### config.mk
export PLATFORM = sky130hd
export DESIGN_NAME = fir_serial_mac_flat
export DESIGN_NICKNAME = d
export VERILOG_FILES = /design/src/rtl/fir_pkg.sv /design/src/rtl/fir_serial_mac_if.sv /design/src/rtl/fir_coef_bank.sv /design/src/rtl/fir_serial_mac.sv /design/src/flat_wrapper.sv
export SDC_FILE = /design/constraint.sdc
export NUM_CORES = 1
export LEC_CHECK = 0
export BUFFER_PORTS_ARGS = -buffer_cell sky130_fd_sc_hd__buf_2
export CELL_PAD_IN_SITES_DETAIL_PLACEMENT = 0
export CELL_PAD_IN_SITES_GLOBAL_PLACEMENT = 2
export CORE_AREA = 2 2 236 238
export DETAILED_ROUTE_END_ITERATION = 8
export DIE_AREA = 0 0 238 240
export PLACE_DENSITY = 0.91
export SLEW_MARGIN = 40
export SYNTH_ARGS = -nofsm -noshare
export SYNTH_HDL_FRONTEND = slang
export SYNTH_SLANG_ARGS = --single-unit
### constraint.sdc
create_clock -name clk -period 12.2 [get_ports clk]
set_input_delay 1.83 -clock clk [delete_from_list [all_inputs] [get_ports clk]]
set_output_delay 1.83 -clock clk [all_outputs]
set_load 0.03 [all_outputs]
### src/rtl/fir_pkg.sv
// Shared types and helpers for the serial-MAC FIR filter.
package fir_pkg;

  typedef enum logic [1:0] {
    ST_IDLE = 2'd0,
    ST_MAC  = 2'd1,
    ST_OUT  = 2'd2
  } state_t;

  // c[0] sits in the LSBs; the default response is symmetric.
  localparam logic [95:0] COEF_INIT_DEFAULT = {16'd0, 16'd1, 16'd7, 16'd7, 16'd1, 16'd0};

  function automatic int clog2(input int value);
    int r;
    r = 0;
    while ((32'sd1 <<< r) < value) r = r + 1;
    return r;
  endfunction

  // Clamp a sign-extended value into the signed range of dw bits.
  function automatic logic signed [63:0] sat(input logic signed [63:0] value, input int dw);
    logic signed [63:0] hi;
    logic signed [63:0] lo;
    hi = (64'sd1 <<< (dw - 1)) - 64'sd1;
    lo = -(64'sd1 <<< (dw - 1));
    if (value > hi) begin
      return hi;
    end else if (value < lo) begin
      return lo;
    end else begin
      return value;
    end
  endfunction

endpackage

### src/rtl/fir_serial_mac_if.sv
// Sample-in / result-out valid-ready streams of the FIR filter.
interface fir_serial_mac_if #(
  parameter int DW = 16
) ();
  logic                 in_valid;
  logic                 in_ready;
  logic signed [DW-1:0] in_data;
  logic                 out_valid;
  logic                 out_ready;
  logic signed [DW-1:0] out_data;

  modport slave  (input in_valid, in_data, out_ready, output in_ready, out_valid, out_data);
  modport master (output in_valid, in_data, out_ready, input in_ready, out_valid, out_data);
endinterface

### src/rtl/fir_coef_bank.sv
// Writable coefficient register file; rejects writes when not allowed or out of range.
module fir_coef_bank import fir_pkg::*; #(
  parameter int                     N_TAPS    = 6,
  parameter int                     CW        = 16,
  parameter int                     AW        = 3,
  parameter logic [N_TAPS*CW-1:0]   COEF_INIT = COEF_INIT_DEFAULT
) (
  input  logic                 clk,
  input  logic                 rst_n,
  input  logic                 we,
  input  logic                 allow,
  input  logic [AW-1:0]        addr,
  input  logic signed [CW-1:0] wdata,
  input  logic [AW-1:0]        rd_addr,
  output logic signed [CW-1:0] rd_data,
  output logic                 err
);
  logic signed [CW-1:0] coef_r [N_TAPS];
  logic                 in_range_s;
  logic                 write_ok_s;

  assign in_range_s = (32'(addr) < N_TAPS);
  assign write_ok_s = we && allow && in_range_s;
  assign rd_data    = coef_r[rd_addr];

  // Coefficient storage plus the one-cycle reject pulse.
  always_ff @(posedge clk or negedge rst_n) begin
    if (!rst_n) begin
      for (int k = 0; k < N_TAPS; k++) coef_r[k] <= COEF_INIT[k*CW +: CW];
      err <= 1'b0;
    end else begin
      err <= we && !write_ok_s;
      if (write_ok_s) coef_r[addr] <= wdata;
    end
  end
endmodule

### src/rtl/fir_serial_mac.sv
// Time-multiplexed FIR: one multiplier-accumulator walks all taps per accepted sample.
module fir_serial_mac import fir_pkg::*; #(
  parameter int                   N_TAPS    = 6,
  parameter int                   DW        = 16,
  parameter int                   CW        = 16,
  parameter int                   FRAC      = 0,
  parameter logic [N_TAPS*CW-1:0] COEF_INIT = COEF_INIT_DEFAULT,
  localparam int                  AW        = clog2(N_TAPS),
  localparam int                  ACC_W     = DW + CW + AW
) (
  input  logic                 clk,
  input  logic                 rst_n,
  input  logic                 clr,
  input  logic                 coef_we,
  input  logic [AW-1:0]        coef_addr,
  input  logic signed [CW-1:0] coef_wdata,
  output logic                 coef_err,
  output logic                 busy,
  fir_serial_mac_if.slave      s
);
  state_t                  state_r, state_s;
  logic [AW-1:0]           tap_r;
  logic signed [DW-1:0]    x_r [N_TAPS];
  logic signed [ACC_W-1:0] acc_r;
  logic signed [CW-1:0]    coef_s;
  logic signed [DW+CW-1:0] prod_s;
  logic signed [ACC_W-1:0] shifted_s;
  logic signed [DW-1:0]    sat_s;
  logic                    out_valid_r;
  logic signed [DW-1:0]    out_data_r;
  logic                    idle_s, accept_s, last_tap_s, out_fire_s;

  assign idle_s     = (state_r == ST_IDLE);
  assign s.in_ready = idle_s && !clr;
  assign busy       = !idle_s;
  assign accept_s   = s.in_valid && s.in_ready;
  assign last_tap_s = (tap_r == AW'(N_TAPS - 1));
  assign out_fire_s = out_valid_r && s.out_ready;
  assign s.out_valid = out_valid_r;
  assign s.out_data  = out_data_r;

  fir_coef_bank #(.N_TAPS(N_TAPS), .CW(CW), .AW(AW), .COEF_INIT(COEF_INIT)) u_bank (
    .clk     (clk),
    .rst_n   (rst_n),
    .we      (coef_we),
    .allow   (idle_s),
    .addr    (coef_addr),
    .wdata   (coef_wdata),
    .rd_addr (tap_r),
    .rd_data (coef_s),
    .err     (coef_err)
  );

  // State register.
  always_ff @(posedge clk or negedge rst_n) begin
    if (!rst_n) state_r <= ST_IDLE;
    else        state_r <= state_s;
  end

  // Next-state logic; clr overrides everything.
  always_comb begin
    state_s = state_r;
    if (clr) begin
      state_s = ST_IDLE;
    end else begin
      case (state_r)
        ST_IDLE: if (accept_s)   state_s = ST_MAC; else state_s = ST_IDLE;
        ST_MAC:  if (last_tap_s) state_s = ST_OUT; else state_s = ST_MAC;
        ST_OUT:  if (out_fire_s) state_s = ST_IDLE; else state_s = ST_OUT;
        default: state_s = ST_IDLE;
      endcase
    end
  end

  // Product, output scaling and saturation.
  always_comb begin
    prod_s    = x_r[tap_r] * coef_s;
    shifted_s = acc_r >>> FRAC;
    sat_s     = DW'(sat({{(64-ACC_W){shifted_s[ACC_W-1]}}, shifted_s}, DW));
  end

  // Delay line, tap counter and accumulator.
  always_ff @(posedge clk or negedge rst_n) begin
    if (!rst_n) begin
      for (int k = 0; k < N_TAPS; k++) x_r[k] <= '0;
      acc_r <= '0;
      tap_r <= '0;
    end else if (clr) begin
      for (int k = 0; k < N_TAPS; k++) x_r[k] <= '0;
      acc_r <= '0;
      tap_r <= '0;
    end else begin
      case (state_r)
        ST_IDLE: begin
          if (accept_s) begin
            for (int k = N_TAPS - 1; k > 0; k--) x_r[k] <= x_r[k-1];
            x_r[0] <= s.in_data;
            acc_r  <= '0;
            tap_r  <= '0;
          end
        end
        ST_MAC: begin
          acc_r <= acc_r + {{(ACC_W-DW-CW){prod_s[DW+CW-1]}}, prod_s};
          tap_r <= last_tap_s ? '0 : tap_r + AW'(1'b1);
        end
        default: ;
      endcase
    end
  end

  // Result register: loaded on the first OUT cycle, held until the sink takes it.
  always_ff @(posedge clk or negedge rst_n) begin
    if (!rst_n) begin
      out_valid_r <= 1'b0;
      out_data_r  <= '0;
    end else if (clr) begin
      out_valid_r <= 1'b0;
    end else if (state_r == ST_OUT && !out_valid_r) begin
      out_valid_r <= 1'b1;
      out_data_r  <= sat_s;
    end else if (out_fire_s) begin
      out_valid_r <= 1'b0;
    end
  end
endmodule
### src/flat_wrapper.sv
// flat-port wrapper written by rule: the top's interface ports become plain ports
module fir_serial_mac_flat import fir_pkg::*;
#(
  parameter int                   N_TAPS    = 6,
  parameter int                   DW        = 16,
  parameter int                   CW        = 16,
  parameter int                   FRAC      = 0,
  parameter logic [N_TAPS*CW-1:0] COEF_INIT = COEF_INIT_DEFAULT,
  localparam int                  AW        = clog2(N_TAPS),
  localparam int                  ACC_W     = DW + CW + AW
)
  (clk, rst_n, clr, coef_we, coef_addr, coef_wdata, coef_err, busy, s_in_valid, s_in_data, s_out_ready, s_in_ready, s_out_valid, s_out_data);
  fir_serial_mac_if #(.DW(DW)) s_i ();
  input  logic clk;
  input  logic rst_n;
  input  logic clr;
  input  logic coef_we;
  input  logic [AW-1:0] coef_addr;
  input  logic signed [CW-1:0] coef_wdata;
  output logic coef_err;
  output logic busy;
  input wire logic [$bits(s_i.in_valid)-1:0] s_in_valid;
  input wire logic [$bits(s_i.in_data)-1:0] s_in_data;
  input wire logic [$bits(s_i.out_ready)-1:0] s_out_ready;
  output wire logic [$bits(s_i.in_ready)-1:0] s_in_ready;
  output wire logic [$bits(s_i.out_valid)-1:0] s_out_valid;
  output wire logic [$bits(s_i.out_data)-1:0] s_out_data;
  assign s_i.in_valid = s_in_valid;
  assign s_i.in_data = s_in_data;
  assign s_i.out_ready = s_out_ready;
  assign s_in_ready = s_i.in_ready;
  assign s_out_valid = s_i.out_valid;
  assign s_out_data = s_i.out_data;
  fir_serial_mac #(.N_TAPS(N_TAPS), .DW(DW), .CW(CW), .FRAC(FRAC), .COEF_INIT(COEF_INIT)) u_core (.clk(clk), .rst_n(rst_n), .clr(clr), .coef_we(coef_we), .coef_addr(coef_addr), .coef_wdata(coef_wdata), .coef_err(coef_err), .busy(busy), .s(s_i));
endmodule
==> impl_metrics.env <==
export IMPL_status="finished clean"
export IMPL_hold_path_class="flip-flop to flip-flop"
export IMPL_r2r_slack_ns=1.91
export IMPL_min_period_ns=10.29
export IMPL_ys_types=66
export IMPL_cp_start_kind="flip-flop"
export IMPL_clk_pin_slew_ns=0.06
export IMPL_max_freq_mhz=97.2
export IMPL_wire_per_inst_um=18.6
export IMPL_pwr_density_cell_nw_per_um2=264
export IMPL_drt_met1_wl_um=25600
export IMPL_dr_pass1_iters=7
export IMPL_finalCritPeriodShare_pct=84.3
export IMPL_path_buf_inv=4
export IMPL_synth_cells=2346
export IMPL_holdBufCountCts=0
export IMPL_syn_area_per_cell_um2=9.66
export IMPL_synth_edf_count=0
export IMPL_yosysTopAreaCellShare_pct=26.7
export IMPL_r2r_start="u_core.tap_r[0]"
export IMPL_root_buffer="clkbuf_16"
export IMPL_reg2reg_to="u_core.acc_r[34]"
export IMPL_grt_pass1_vias=17235
export IMPL_syn_num_nets=2767
export IMPL_initial_core_util_pct=41.5
export IMPL_grt_ovfl_total=0
export IMPL_final_common_cell="inv_1"
export IMPL_grt_max_degree=149
export IMPL_clock_sinks=250
export IMPL_clk_latency_ns=0.59
export IMPL_top_layer="met5"
export IMPL_cap_violations=0
export IMPL_crit_slowest_cell="dfrtp_4"
export IMPL_synth_area_um2=22700
export IMPL_criticalPathCategory="flip-flop to flip-flop"
export IMPL_critical_path_depth=33
export IMPL_final_cell_mix="inv_1 (329), nand2_1 (284), fa_1 (263)"
export IMPL_ys_seq_elements=250
export IMPL_grtUsageTotal_pct=20.8
export IMPL_die_y_um=240
export IMPL_crit_start="u_core.tap_r[0]"
export IMPL_fp_row_count=86
export IMPL_finalWirelength_um=57900
export IMPL_slowest_delay_ns=0.91
export IMPL_antenna_found_initial=2
export IMPL_vias=16132
export IMPL_ant_nets=0
export IMPL_arrival_ns=10.74
export IMPL_drive_above_1_share_pct=13.5
export IMPL_drtIter0Drc=846
export IMPL_worstSetupEndpointType="flip-flop"
export IMPL_die_x_um=238
export IMPL_wl_met3_um=2050
export IMPL_synthTopCellsByArea="dfrtp_1 (27%), fa_1 (23%), ha_1 (6.5%)"
export IMPL_wl_met2_um=28300
export IMPL_port_buffers=60
export IMPL_detailed_place_hpwl_um=43900
export IMPL_crit_fanout=38
export IMPL_finalSetupTns_ns=0
export IMPL_gp_congestion=0.937
export IMPL_dp_slack_ns=2.04
export IMPL_cp_required_ns=12.65
export IMPL_drv_slew=0
export IMPL_tightest_slew_ns=0.883
export IMPL_grt_pass1_wl_um=93700
export IMPL_ios=61
export IMPL_fin_worst_skew_ns=0.0257
export IMPL_drc=0
export IMPL_rr_worst_depth=33
export IMPL_cts_buffers=30
export IMPL_avgViaCountPerCell=5.20
export IMPL_cpLargestDelayFamily="adder cells"
export IMPL_clk_path_buf_depth=3
export IMPL_slew_headroom_pct=41.1
export IMPL_cts_resized=0
export IMPL_holdWs_ns=0.471
export IMPL_post_cts_setup_buffers=0
export IMPL_hold_viol=0
export IMPL_layout_nets=2796
export IMPL_p_leak_nw=12.0
export IMPL_critical_path_most_common_cell="fa_1"
export IMPL_ys_seq_area_share_pct=27.7
export IMPL_setup_violations=0
export IMPL_core_um2=54700
export IMPL_cts_tree="built"
export IMPL_synth_ff_type="dfrtp_1"
export IMPL_setup_slack_ns=1.91
export IMPL_synth_top_area_cell="dfrtp_1"
export IMPL_synthArstFlopShare_pct=100
export IMPL_cp_endpoint="u_core.acc_r[34]"
export IMPL_rsz0062_at_grt="no"
export IMPL_yosys_warnings=0
export IMPL_dieArea_um2=57100
export IMPL_syn_to_final_growth_pct=9.77
export IMPL_ir_drop_mv=0.198
export IMPL_diodes=0
export IMPL_cts_max_level=1
## Yosys cell counts (all sizes together) (4+ instances only)
library cell  instances
a2111oi               4
a211oi                4
a21o                 50
a21oi                72
a31oi                 7
and2                 12
and3                  4
buf                  11
clkbuf               93
dfrtp               242
dfstp                 8
fa                  263
ha                  117
inv                 329
mux2                 97
mux2i                36
mux4                 32
nand2               285
nand2b              119
nand3                11
nand4                11
nor2                192
nor2b                17
nor3                  7
nor4                 10
o21a                  9
o21ai               177
o21bai               12
o31ai                 4
or2                  10
or3                   5
xnor2                38
xor2                 26
## final cells by class
cell class                 instances  area, um^2
timing repair buffer             101         664
clock buffer                      39         866
clock inverter                    17         156
sequential                       250        6270
inverter                         330        1240
fill                            5216       29800
tap                              704         881
multi-input combinational       1662       14800
## kinds of logic (layout without fill, tap and decap cells)
kind of cell	after synthesis	after routing	share of synthesized area, %
AO/OA/AOI/OAI	366	366	9.64
XOR/XNOR	64	64	2.51
adder cells (fa/ha/maj)	380	380	29.7
buffers and inverters	434	487	7.24
flip-flops	250	250	27.7
multiplexers	165	165	9.59
AND/OR/NAND/NOR	687	687	13.7
## worst min path at each step
stage | from | endpoint | slack [ns] | cells past startpoint
floorplan | u_core.x_r[48] | u_core.x_r[32] | 0.47 | 2
global placement | u_core.s.out_data[14] | u_core.s.out_data[14] | 0.46 | 2
CTS | u_core.s.out_data[13] | u_core.s.out_data[13] | 0.48 | 2
finish | u_core.s.out_data[14] | u_core.s.out_data[14] | 0.47 | 2
detailed placement | u_core.s.out_data[13] | u_core.s.out_data[13] | 0.47 | 2
global route | u_core.u_bank.coef_r[19] | u_core.u_bank.coef_r[19] | 0.52 | 1
## per-stage QoR
| stage | total power [W] | area [um^2] | utilization [%] | cells |
|---|---|---|---|---|
| 2_1_floorplan | 0.00464 | 22700 | - | 2346 |
| 3_3_place_gp | 0.00558 | 23800 | 43.5 | 3045 |
| 3_5_place_dp | 0.00566 | 23800 | 43.6 | 3047 |
| 4_1_cts | 0.00662 | 24900 | 45.5 | 3103 |
| 5_1_grt | 0.00728 | 24900 | 45.5 | 3103 |
| 6_report | 0.00656 | 24900 | 45.5 | 3103 |
## registers in the layout (all words and copies together), names as in the netlist
signal and count:
u_core.s.out_data 16, u_core.state_r 2, u_core.acc_r 35, u_core.tap_r 3, u_core.u_bank.err 1, u_core.u_bank.coef_r 96
u_core.x_r 96, u_core.s.out_valid 1
## worst register-to-register path, delay by kind of cell (launching register included)
kind | cells | cell delay (ns)
adder cells (fa/ha/maj) | 8 | 3.78
AO/OA/AOI/OAI | 14 | 3.41
AND/OR/NAND/NOR | 4 | 1.00
flip-flops | 1 | 0.91
multiplexers | 2 | 0.72
buffers and inverters | 4 | 0.22
XOR/XNOR | 1 | 0.14
## layer usage
layer / GRT usage (%) / vias up
li1: - / 7590
met5: 0 / -
met3: 2.28 / 97
met4: 6.65 / 2
met1: 27.3 / 8178
met2: 36.3 / 265
## power breakdown
group	switching, W	leakage [nW]	internal [W]	total [W]
clock	0.000379	0.506	0.000543	0.000922
sequential	0.0000818	3.24	0.000953	0.00104
combinational	0.00266	8.21	0.00195	0.00461
total	0.00312	12.0	0.00344	0.00656
Power figures use the tool's default switching activity.
